**config.mk**
```make
export PLATFORM = sky130hd
export DESIGN_NAME = diff_scheduler
export DESIGN_NICKNAME = d
export VERILOG_FILES = /design/src/rtl/diff_scheduler.sv
export SDC_FILE = /design/constraint.sdc
export NUM_CORES = 1
export LEC_CHECK = 0
export ABC_AREA = 1
export CORE_ASPECT_RATIO = 0.75
export CORE_MARGIN = 1.5
export CORE_UTILIZATION = 35
export CTS_CLUSTER_SIZE = 16
export DETAILED_ROUTE_END_ITERATION = 12
export PLACE_DENSITY = 0.79
export SYNTH_ARGS = -nofsm -noshare
export SYNTH_HDL_FRONTEND = slang
export SYNTH_SLANG_ARGS = --single-unit
```
**constraint.sdc**
```tcl
create_clock -name aclk -period 2.7 [get_ports aclk]
set_input_delay 0.54 -clock aclk [delete_from_list [all_inputs] [get_ports aclk]]
set_output_delay 0.54 -clock aclk [all_outputs]
set_load 0.1 [all_outputs]
```
**src/rtl/diff_scheduler.sv**
```systemverilog
// diff_scheduler: round-robin burst arbiter feeding two sample streams into one
// shared differentiator, steering the returned results back to per-channel
// outputs and masking the results polluted by a channel switch.
module diff_scheduler #(
  parameter int AXIS_TDATA_WIDTH = 16,
  parameter int PIPE_DEPTH       = 2,
  parameter int SETTLE           = 6
) (
  input  logic                        aclk,
  input  logic                        aresetn,
  input  logic                        S0_AXIS_tvalid,
  input  logic [AXIS_TDATA_WIDTH-1:0] S0_AXIS_tdata,
  output logic                        S0_AXIS_tready,
  input  logic                        S1_AXIS_tvalid,
  input  logic [AXIS_TDATA_WIDTH-1:0] S1_AXIS_tdata,
  output logic                        S1_AXIS_tready,
  output logic                        D_AXIS_tvalid,
  output logic [AXIS_TDATA_WIDTH-1:0] D_AXIS_tdata,
  input  logic                        D_AXIS_tready,
  input  logic                        R_AXIS_tvalid,
  input  logic [AXIS_TDATA_WIDTH-1:0] R_AXIS_tdata,
  output logic                        M0_AXIS_tvalid,
  output logic [AXIS_TDATA_WIDTH-1:0] M0_AXIS_tdata,
  output logic                        M1_AXIS_tvalid,
  output logic [AXIS_TDATA_WIDTH-1:0] M1_AXIS_tdata,
  input  logic [7:0]                  cfg_burst,
  output logic                        grant,
  output logic                        busy
);

  localparam int SW = (SETTLE < 1) ? 1 : $clog2(SETTLE + 1);

  typedef enum logic [1:0] {IDLE, CH0, CH1} state_t;
  typedef struct packed {
    logic ch;
    logic active;   // result still inside the post-switch settle window
  } tag_t;

  state_t                  state;
  logic                    last_served;
  logic                    have_beat;
  logic                    last_beat_ch;
  logic [7:0]              beat_cnt;
  logic [SW-1:0]           settle_cnt;
  tag_t [PIPE_DEPTH-1:0]   tag_pipe;
  tag_t                    tail;

  logic       cur_ch, cur_v, oth_v, acc;
  logic       leave, do_grant, grant_ch;
  logic       prev_have, prev_ch, is_switch, res_ok;
  logic [8:0] limit;

  logic [1:0]                       m_vld;
  logic [1:0][AXIS_TDATA_WIDTH-1:0] m_data;

  assign cur_ch = (state == CH1);
  assign cur_v  = cur_ch ? S1_AXIS_tvalid : S0_AXIS_tvalid;
  assign oth_v  = cur_ch ? S0_AXIS_tvalid : S1_AXIS_tvalid;
  assign acc    = D_AXIS_tvalid & D_AXIS_tready;
  assign limit  = (cfg_burst == 8'd0) ? 9'd1 : {1'b0, cfg_burst};

  // Route the granted channel straight through to the differentiator
  always_comb begin
    S0_AXIS_tready = 1'b0;
    S1_AXIS_tready = 1'b0;
    D_AXIS_tvalid  = 1'b0;
    D_AXIS_tdata   = '0;
    case (state)
      CH0: begin
        D_AXIS_tvalid  = S0_AXIS_tvalid;
        D_AXIS_tdata   = S0_AXIS_tdata;
        S0_AXIS_tready = D_AXIS_tready;
      end
      CH1: begin
        D_AXIS_tvalid  = S1_AXIS_tvalid;
        D_AXIS_tdata   = S1_AXIS_tdata;
        S1_AXIS_tready = D_AXIS_tready;
      end
      default: ;
    endcase
  end

  // Grant decision: who gets the stream next and whether the current grant ends
  always_comb begin
    leave    = 1'b0;
    do_grant = 1'b0;
    grant_ch = 1'b0;
    if (state == IDLE) begin
      if (S0_AXIS_tvalid | S1_AXIS_tvalid) begin
        do_grant = 1'b1;
        grant_ch = (S0_AXIS_tvalid & S1_AXIS_tvalid) ? ~last_served : S1_AXIS_tvalid;
      end
    end else begin
      // >= so a limit lowered below the running count ends at the next beat
      leave = (acc && (({1'b0, beat_cnt} + 9'd1) >= limit)) || !cur_v;
      if (leave) begin
        if (oth_v) begin
          do_grant = 1'b1;
          grant_ch = ~cur_ch;
        end else if (cur_v) begin
          do_grant = 1'b1;
          grant_ch = cur_ch;
        end
      end
    end
  end

  // A beat accepted this cycle counts as the "previous beat" for a grant made now
  assign prev_have = have_beat | acc;
  assign prev_ch   = acc ? cur_ch : last_beat_ch;
  assign is_switch = do_grant & (~prev_have | (prev_ch != grant_ch));

  // Arbitration FSM with registered grant/busy
  always_ff @(posedge aclk or negedge aresetn) begin
    if (!aresetn) begin
      state       <= IDLE;
      grant       <= 1'b0;
      busy        <= 1'b0;
      last_served <= 1'b1;
      beat_cnt    <= 8'd0;
    end else begin
      if (do_grant) begin
        state <= grant_ch ? CH1 : CH0;
        grant <= grant_ch;
        busy  <= 1'b1;
      end else if (leave) begin
        state <= IDLE;
        grant <= 1'b0;
        busy  <= 1'b0;
      end
      if (leave) begin
        last_served <= cur_ch;
        beat_cnt    <= 8'd0;
      end else if (acc) begin
        beat_cnt <= beat_cnt + 8'd1;
      end
    end
  end

  // Settle window: reloaded on a channel switch, counted down by accepted beats
  always_ff @(posedge aclk or negedge aresetn) begin
    if (!aresetn) begin
      have_beat    <= 1'b0;
      last_beat_ch <= 1'b0;
      settle_cnt   <= '0;
    end else begin
      if (acc) begin
        have_beat    <= 1'b1;
        last_beat_ch <= cur_ch;
      end
      if (is_switch)
        settle_cnt <= SW'(SETTLE);
      else if (acc && (settle_cnt != '0))
        settle_cnt <= settle_cnt - SW'(1);
    end
  end

  // Tag line tracks which beat each returning result belongs to
  always_ff @(posedge aclk or negedge aresetn) begin
    if (!aresetn) begin
      for (int i = 0; i < PIPE_DEPTH; i++)
        tag_pipe[i] <= '{ch: 1'b0, active: 1'b1};
    end else if (acc) begin
      tag_pipe[0] <= '{ch: cur_ch, active: (settle_cnt != '0)};
      for (int i = 1; i < PIPE_DEPTH; i++)
        tag_pipe[i] <= tag_pipe[i-1];
    end
  end

  assign tail   = tag_pipe[PIPE_DEPTH-1];
  assign res_ok = acc & R_AXIS_tvalid & ~tail.active;

  // Steer settled results to their channel output; data holds between pulses
  always_ff @(posedge aclk or negedge aresetn) begin
    if (!aresetn) begin
      m_vld  <= '0;
      m_data <= '0;
    end else begin
      for (int c = 0; c < 2; c++) begin
        m_vld[c] <= res_ok && (tail.ch == 1'(c));
        if (res_ok && (tail.ch == 1'(c)))
          m_data[c] <= R_AXIS_tdata;
      end
    end
  end

  assign M0_AXIS_tvalid = m_vld[0];
  assign M0_AXIS_tdata  = m_data[0];
  assign M1_AXIS_tvalid = m_vld[1];
  assign M1_AXIS_tdata  = m_data[1];

endmodule

```
==> results.py <==
metrics = {
    "floorplan": {
        "site_rows": 28,
        "die_w_um": 109,
        "initial_core_util_pct": 36.7,
        "die_height_um": 82.4,
        "num_io_pins": 117,
        "floorplan_core_area_sq_um": 8020,
        "die-area_sq_um": 8980,
    },
    "sta": {
        "hold_vio_cnt_final": 0,
        "max_freq_mhz": 396,
        "setup_viol": 0,
        "timing.final.crit_period_ns": 2.53,
        "worstMarginPinSlew_ns": 0.666,
        "worst_clock_skew_ns": 0.0106,
        "setup_repair_after_global_routing_missed_its_margin": "false",
        "layout_worst_path_cycle_share_pct": 93.6,
        "timing.max_slew.rel_slack_pct": 55.5,
        "timing.final.max_slew_violations": 0,
    },
    "logic_synthesis": {
        "library_cell_with_the_largest_summed_area_after_synthesis": "sky130_fd_sc_hd__dfrtp_1",
        "synth-edff-count": 0,
        "netlist_area_sq_um": 2950,
        "syn-instance-count": 350,
        "synth-seq-area-share_pct": 46.9,
        "total_nets_after_synthesis": 426,
        "postSynth.topFlopCell": "sky130_fd_sc_hd__dfrtp_1",
        "avgSynthCellArea_sq_um": 8.42,
        "ys_types": 33,
        "synth_warnings": 0,
        "ys_top_cells_by_area": "sky130_fd_sc_hd__dfrtp_1 44%, sky130_fd_sc_hd__nand2_1 14%, sky130_fd_sc_hd__inv_1 6.1%, sky130_fd_sc_hd__ha_1 5.9%, sky130_fd_sc_hd__o21ai_2 4.8%",
        "proportion_of_register_bits_with_asynchronous_set_or_reset_after_synthesis_pct": 100,
        "yosysTopAreaCellShare_pct": 44.2,
        "postSynthRegisterBits": 55,
    },
    "routing": {
        "wl_per_cell_um": 13.4,
        "first_pass_iters": 4,
        "totalWireLength_um": 7670,
        "antenna_violation_net_count_after_detailed_routing": 0,
        "route.detailed.drc": 0,
        "drt_iter0_drc": 113,
        "ratio_of_routed_vias_to_standard_cells": 4.66,
        "routed-via-count": 2661,
    },
    "clocking": {
        "cts-root-to-sink-buffers": 2,
        "worstSkewPairLatency_ns": 0.31,
        "cts.sink_count": 55,
        "cts-buffers-inserted": 5,
        "cts_hold_buf": 0,
        "cts-root-buf": "sky130_fd_sc_hd__clkbuf_8",
        "htree_levels": 2,
        "worst_setup_hold_path_clk_slew_ns": 0.11,
        "cts_tree": "built",
    },
    "critical_path": {
        "reg2regPathDepth": 17,
        "worst_ep_arrival_time_ns": 2.73,
        "timing.critical_path.to_type": "register",
        "worstReg2RegStart": "beat_cnt[0]$_DFFE_PN0P_",
        "reg2reg_to": "settle_cnt[2]$_DFFE_PN0P_",
        "cp.required_ns": 2.90,
        "path_max_fanout": 3,
        "r2r_slack_ns": 0.20,
        "worstSetupStartpointType": "input port",
        "critPathKind": "input port to register",
    },
    "global_route": {
        "grt_total_ovfl": 0,
        "vias_in_the_first_global_route": 2635,
        "groute.layer.met2.usage_pct": 29.7,
        "grt_first_pass_wirelength_um": 12400,
        "antenna_found_initial": 0,
        "gr-usage-all-layers_pct": 17.4,
        "grtUsageMet3_pct": 2.35,
        "grt.busiest_layer": "met2",
        "groute.layer.met1.usage_pct": 23.5,
        "maximum_number_of_pins_on_one_net_before_global_route_repair": 48,
    },
    "place": {
        "dp.final_hpwl_um": 6010,
        "gp_routability_congestion": 0.856,
        "place.port_buffers": 116,
        "place_inst": 562,
    },
    "finish": {
        "num_antenna_cells": 0,
        "mostFrequentLayoutCells": "107 x sky130_fd_sc_hd__nand2_1, 60 x sky130_fd_sc_hd__clkdlybuf4s50_1, 50 x sky130_fd_sc_hd__dfrtp_1",
        "drive_above_1_share_pct": 27.5,
        "area_growth_pct": 54.5,
        "mostFrequentLayoutCell": "sky130_fd_sc_hd__nand2_1",
        "layout.filler_cells": 682,
        "stdcell_count": 571,
        "finalNetCount": 541,
    },
    "job": {
        "max_cap_check_violation_count": 0,
    },
    "run_status": {
        "result_of_the_run": "complete, no violations",
    },
    "hold_path": {
        "timing.hold.worst.class": "input port to asynchronous set/reset pin",
    },
}
## metal layers
layer  vias up  wire (um)
li1       1326          -
met1      1276       3460
met2        45       3890
met3        14        208
met4         0        111
met5         -          0
## worst max-delay path: stages
cell and delay [ns]:
sky130_fd_sc_hd__clkdlybuf4s50_1 0.44, sky130_fd_sc_hd__nor4_1 0.31, sky130_fd_sc_hd__a41o_1 0.21, sky130_fd_sc_hd__ha_1 0.22, sky130_fd_sc_hd__inv_1 0.05, sky130_fd_sc_hd__nand2_1 0.04, sky130_fd_sc_hd__nand2_1 0.06, sky130_fd_sc_hd__nand3_1 0.06
sky130_fd_sc_hd__nand2_1 0.05, sky130_fd_sc_hd__nand2_1 0.05, sky130_fd_sc_hd__nand2_1 0.05, sky130_fd_sc_hd__nand2_1 0.06, sky130_fd_sc_hd__nand2_2 0.08, sky130_fd_sc_hd__nand2_4 0.06, sky130_fd_sc_hd__nand3_2 0.08, sky130_fd_sc_hd__nand2_2 0.06
sky130_fd_sc_hd__nand2_1 0.07, sky130_fd_sc_hd__nand3_2 0.07, sky130_fd_sc_hd__nand2_1 0.09, sky130_fd_sc_hd__nand2_1 0.06
## worst max path at each step
stage	from	to	slack, ns	cells past startpoint
after floorplan	grant$_DFFE_PN0P_	D_AXIS_tdata[0]	0.03	5
after global placement	cfg_burst[1]	settle_cnt[2]$_DFFE_PN0P_	-0.02	20
after detailed placement	cfg_burst[1]	settle_cnt[2]$_DFFE_PN0P_	-0.14	20
after CTS	beat_cnt[0]$_DFFE_PN0P_	settle_cnt[2]$_DFFE_PN0P_	0.10	17
after global routing	beat_cnt[0]$_DFFE_PN0P_	state[0]$_DFFE_PN0P_	0.002	16
final	cfg_burst[1]	settle_cnt[2]$_DFFE_PN0P_	0.17	20
## through the flow
stage,instance area (sq um),hold WS [ns],setup WS (ns),util (%),TNS (ns)
2_1_floorplan,3090,0.244,0.0333,-,0
3_3_place_gp,4420,0.392,-0.0222,55.1,-0.0427
3_5_place_dp,4420,0.393,-0.138,55.1,-0.941
4_1_cts,4520,0.0436,0.102,56.3,0
5_1_grt,4550,0.0349,0.00183,56.7,0
6_report,4550,0.0447,0.174,56.7,0
## sequential cells by signal (all words and copies together) (netlist names)
signal and flops:
tag_pipe 4, have_beat 1, beat_cnt 8, state 1, settle_cnt 3, M1_AXIS_tdata 16, m_vld 2, last_served 1
last_beat_ch 1, M0_AXIS_tdata 16, grant 1, busy 1
## cells in the mapped netlist (2+ instances only)
library cell	instances
sky130_fd_sc_hd__dfrtp_1	52
sky130_fd_sc_hd__dfstp_2	3
sky130_fd_sc_hd__o21ai_0	17
sky130_fd_sc_hd__nor2_1	4
sky130_fd_sc_hd__buf_2	4
sky130_fd_sc_hd__o21ai_2	16
sky130_fd_sc_hd__inv_2	5
sky130_fd_sc_hd__nand3_1	8
sky130_fd_sc_hd__a21oi_1	24
sky130_fd_sc_hd__clkbuf_1	5
sky130_fd_sc_hd__xor2_1	8
sky130_fd_sc_hd__nand3_2	3
sky130_fd_sc_hd__o21ai_1	8
sky130_fd_sc_hd__inv_1	48
sky130_fd_sc_hd__nand2_1	107
sky130_fd_sc_hd__nand2_4	2
sky130_fd_sc_hd__nand2_2	5
sky130_fd_sc_hd__buf_6	3
sky130_fd_sc_hd__ha_1	14
## layout make-up
| type | count | area, sq um | share of cell area [%] |
|---|---|---|---|
| inverter | 53 | 199 | 4.37 |
| tap | 105 | 131 | 2.89 |
| timing repair buffer | 121 | 1290 | 28.4 |
| clock buffer | 5 | 68.8 | 1.51 |
| sequential | 55 | 1390 | 30.4 |
| multi-input combinational | 229 | 1440 | 31.7 |
| clock inverter | 3 | 28.8 | 0.633 |
## kinds of logic after synthesis
family / synth area share, %
simple gates: 20.3
compound gates: 14.8
buf+inv: 9.47
flops: 46.9
fa+ha+maj: 5.95
xor+xnor: 2.68
## timing repair
action,in CTS,in global routing
setup buffers,0,1
resized for setup,0,4
endpoints found under the setup margin,0,9
hold endpoints to repair,0,0
Power is not shown: default switching activity piles up to over one toggle a cycle in this logic, so the estimate is an artifact.
==> RTL edit 1: new RTL, same flow settings <==
Re-encode `state_t` (3 states) as one-hot, 3 bits wide.
--- a/src/rtl/diff_scheduler.sv
+++ b/src/rtl/diff_scheduler.sv
@@ -32,3 +32,3 @@
 
-  typedef enum logic [1:0] {IDLE, CH0, CH1} state_t;
+  typedef enum logic [2:0] {IDLE = 3'b001, CH0 = 3'b010, CH1 = 3'b100} state_t;
   typedef struct packed {
Function: no difference found for any inputs over 10 cycles, from zero or initial values and one cycle with aresetn low; not proved beyond that.
==> RTL edit 1 against the original RTL <==
Routed wire length rose by 0.52%. Cell area rose by 2.8%. Synthesized area rose by 0.38%. Critical path depth fell by 3. Count of clock-buffer cells in the layout did not move. Worst setup slack got worse by 0.014 ns. Synthesized cell count fell by 0.86%. Via count barely moved. First-iteration DRC count fell by 4.4%. Maximum frequency fell by 0.55%. Sequential cell count rose by 1.
==> RTL edit 1: results (changes against the original RTL) <==
I/O Buffers=116 (unchanged); metal3 WL=204 microns (-1.9%); largest cells by area after synthesis=dfrtp_1 44%, nand2_1 12%, inv_1 8.0%, o21ai_2 5.6%, ha_1 4.7%; Synth Warn #=0 (unchanged); Tot GR Track Use=16.9% (-0.52 points); RePlAce Congestion=0.856 (about the same); Final Cell Area=0.00468 sq mm (+2.8%); dpl cell area=0.00450 sq mm (+1.8%); clock-pin slew on the worst setup and hold paths=approximately 0.10 ns; hpwl dp=6.09 mm (+1.3%); # nets final=548 (+1.3%); met1 wire length=3.21 mm (-7.3%); most frequent cells after synthesis=91 x nand2_1, 63 x inv_1, 52 x dfrtp_1, 24 x o21ai_0, 19 x o21ai_2; Async SR Flop Fraction=100% (unchanged); first-pass GRT wire length=11.9 mm (-3.7%); Met2 Routed Length=4.22 mm (+8.4%); Arr. time, crit path=2.74 ns (about the same); Total Wirelength=7.71 mm (+0.52%); flop2flop setup slack=0.16 ns (-0.04 ns); Static Leak=between 0.002 and 0.0025 uW; CP max FO=4 (+1); Post-Syn Nets=420 (-1.4%); Layout fillers=677 (-0.73%); crit-path max cell delay=0.37 ns (-0.07 ns); crit path max-delay cell type=dfrtp_1; ant diodes=0 (unchanged); initial antenna violation count=0 (unchanged); Seq/Total Area, Yosys=47.6% (+0.71 points); Synth cell types=34 (+3.0%); pin count of the biggest net entering global routing=33 (-31%); total CTS buffers=5 (unchanged); share of cells above drive strength 1=30.0% (+2.6 points); Max H-tree Level=2 (unchanged); vias in the first global route=2494 (-5.4%); root buf cell=clkbuf_8; DR vias/cell=4.58 (-1.8%); drt first-iter violations=108 (-4.4%); status=completed; Slew @ Worst Pin=0.613 ns (-0.0529 ns); final setup skew=0.00425 ns (-0.00638 ns)
-- RTL edit 1: cell count changes after synthesis, moves of 3 or more --
cell	change
a21oi_1	-14
buf_2	-3
buf_6	+3
clkbuf_1	-3
ha_1	-3
inv_1	+15
nand2_1	-16
nor2_1	+3
o21ai_0	+7
o21ai_1	+6
o21ai_2	+3
-- RTL edit 1: path summary, 6_finish.rpt --
kind                        startpoint           endpoint  cells past startpoint
max                        beat_cnt[1]      settle_cnt[1]                     17
min                            aresetn  M0_AXIS_tdata[13]                      1
max reg2reg                beat_cnt[1]      settle_cnt[1]                     17
min reg2reg                tag_pipe[3]           m_vld[0]                      1
max in group asynchronous      aresetn           state[0]                      2
min in group aclk          tag_pipe[3]           m_vld[0]                      1
-- RTL edit 1: stage by stage --
| step | hold slack [ns] | cells | TNS (ns) | worst slack [ns] |
|---|---|---|---|---|
| after floorplan | 0.244 | 347 | 0 | 0.0141 |
| after global placement | 0.433 | 570 | -0.713 | -0.105 |
| after detailed placement | 0.438 | 570 | -2.71 | -0.260 |
| after CTS | 0.231 | 578 | 0 | 0.0572 |
| after global routing | 0.253 | 581 | -0.0865 | -0.0356 |
| final | 0.224 | 581 | 0 | 0.160 |
-- RTL edit 1: cell families (layout without fill, tap and decap cells) --
logic type | count (synthesis) | count (layout) | share of synthesized area [%]
AOI/OAI and AO/OA | 73 | 73 | 15.6
xor gates and xnor gates | 9 | 9 | 2.67
adders and majority gates | 11 | 11 | 4.66
buffers and inverters | 77 | 206 | 11.3
DFF | 56 | 56 | 47.6
and+or+nand+nor | 121 | 121 | 18.2
-- RTL edit 1: report_power, final --
part | switching (uW) | total [uW] | internal [uW]
clock network | 263 | 538 | 275
logic | 2980 | 4090 | 1110
registers | 153 | 1260 | 1110
total | 3400 | 5890 | 2490
-- RTL edit 1: cell type report --
type / count / area share [%]
flip-flops and latches: 56 / 30.1
multi-input cells: 214 / 30.0
repair buffers: 130 / 29.3
inverters: 68 / 5.46
well taps: 105 / 2.81
clock buffers: 5 / 1.47
clock inverters: 3 / 0.910
-- RTL edit 1: timing repair --
item,4_1_cts,5_1_grt
resized for setup,0,9
setup buffers,0,3
endpoints found under the setup margin,0,15
-- RTL edit 1: routing by layer --
metal  global-route usage, %  up-vias
met2                    29.8       36
li1                        -     1336
met5                       0        -
met4                    4.21        0
met3                    3.06       10
met1                    21.5     1278
==> RTL edit 2: new RTL, config.mk and constraints unchanged <==
Made on the original files. Set the parameter `AXIS_TDATA_WIDTH` to 32 (it was 16).
--- a/src/rtl/diff_scheduler.sv
+++ b/src/rtl/diff_scheduler.sv
@@ -4,3 +4,3 @@
 module diff_scheduler #(
-  parameter int AXIS_TDATA_WIDTH = 16,
+  parameter int AXIS_TDATA_WIDTH = 32,
   parameter int PIPE_DEPTH       = 2,
Interface: changed (6 resized); port bits go from 117 to 213. The function was not compared with the original's and may differ.
==> RTL edit 2 against the original RTL <==
Cell area is 69% higher. Sequential cell count up 32. Synthesized area increased by 51%. Sequential share of layout area decreased by 2.1 points. Maximum frequency is 0.71% lower. Via count up 57%. Worst setup slack got worse by 0.018 ns. Clock skew is 0.0015 ns lower. Routed wire length up 69%.
Power is left out: the tool's default activity adds up to more than one toggle a clock period on the data nets, which glitch-free logic cannot reach.
==> RTL edit 2: results (changes against the original RTL) <==
status=completed; RePlAce Congestion=0.791 (-7.6%); final setup skew=0.00911 ns (-0.00152 ns); # nets final=863 (+60%); CP max FO=10 (+7); Seq/Total Area, Yosys=49.0% (+2.1 points); kind of critical path=reg -> reg; NonClk Buf Share=32.4% (+3.9 points); drt first-iter violations=158 (+40%); metal3 WL=527 microns (+150%); hpwl dp=10.2 mm (+69%); sequential share of cell area=28.4% (-2.1 points); GR met1 Demand/Resource=23.3% (-0.20 points); nonclk buf count=227 (+88%); Adder-Cell Fraction of Synth Area=3.93% (-2.0 points); first-pass GRT wire length=20.4 mm (+65%); clk_lat worst skew=0.33 ns (+0.02 ns); largest cells by area after synthesis=dfrtp_1 47%, nand2_1 14%, o21ai_2 6.3%, inv_1 5.9%, a21oi_1 4.3%; site row count=35 (+25%); Tot GR Track Use=18.8% (+1.4 points); Synth cell types=35 (+6.1%); pre-CTS setup slack=-0.303 ns (-0.164 ns); met1 wire length=5.55 mm (+60%); Multi-Input Combinational=339 (+48%); share of cells above drive strength 1=30.9% (+3.4 points); vias after detailed routing=4188 (+57%); I/O Buffers=212 (+83%); complex-gate fraction of the synthesized area=16.8% (+2.1 points); multi-input logic area=0.00220 sq mm (+52%); total CTS buffers=9 (+4); Post-Syn Nets=650 (+53%); Slew @ Worst Pin=0.496 ns (-0.170 ns); dpl cells=891 (+59%); clock-pin slew on the worst setup and hold paths=0.07 ns (-0.04 ns); Synth Area per Inst=8.46 sq um (+0.57%); pin count of the biggest net entering global routing=66 (+38%); most frequent cells after synthesis=168 x nand2_1, 84 x dfrtp_1, 70 x inv_1, 38 x a21oi_1, 32 x o21ai_2; Met2 Routed Length=6.70 mm (+72%); crit path max-delay cell type=dfrtp_1; Arr. time, crit path=2.78 ns (+0.05 ns); num sequential=87 (+58%); Non-clk invs=75 (+42%); xor/xnor share of the synthesized area=1.55% (-1.1 points); Layout clock area frac=4.29% (+2.1 points); clk_buf instances=10 (+5); DR WL/cell=14.2 microns (+5.9%); DR vias/cell=4.60 (-1.2%); Max H-tree Level=3 (+1); M3 GR Usage=3.77% (+1.4 points)
RTL edit 2: final timing paths:
| check | end | slack, ns | cells after the start |
|---|---|---|---|
| min in group aclk | last_served | 0.46 | 2 |
| max in group asynchronous | M0_AXIS_tdata[5] | 1.88 | 2 |
| min reg2reg | last_served | 0.46 | 2 |
| max | beat_cnt[3] | 0.16 | 16 |
| min | M0_AXIS_tdata[26] | 0.17 | 1 |
| max reg2reg | beat_cnt[3] | 0.16 | 16 |
RTL edit 2: metrics by stage:
stage               util [%]  hold slack, ns  TNS, ns
floorplan                  -           0.244        0
global placement        59.1           0.444   -0.660
detailed placement      59.1           0.458    -2.55
CTS                     61.7           0.174        0
global route            62.3           0.193  -0.0753
finish                  62.3           0.169        0
RTL edit 2: what timing repair did:
| action | CTS | global route |
|---|---|---|
| buffers inserted | 0 | 3 |
| endpoints found under the setup margin | 0 | 9 |
| resized for setup | 0 | 11 |
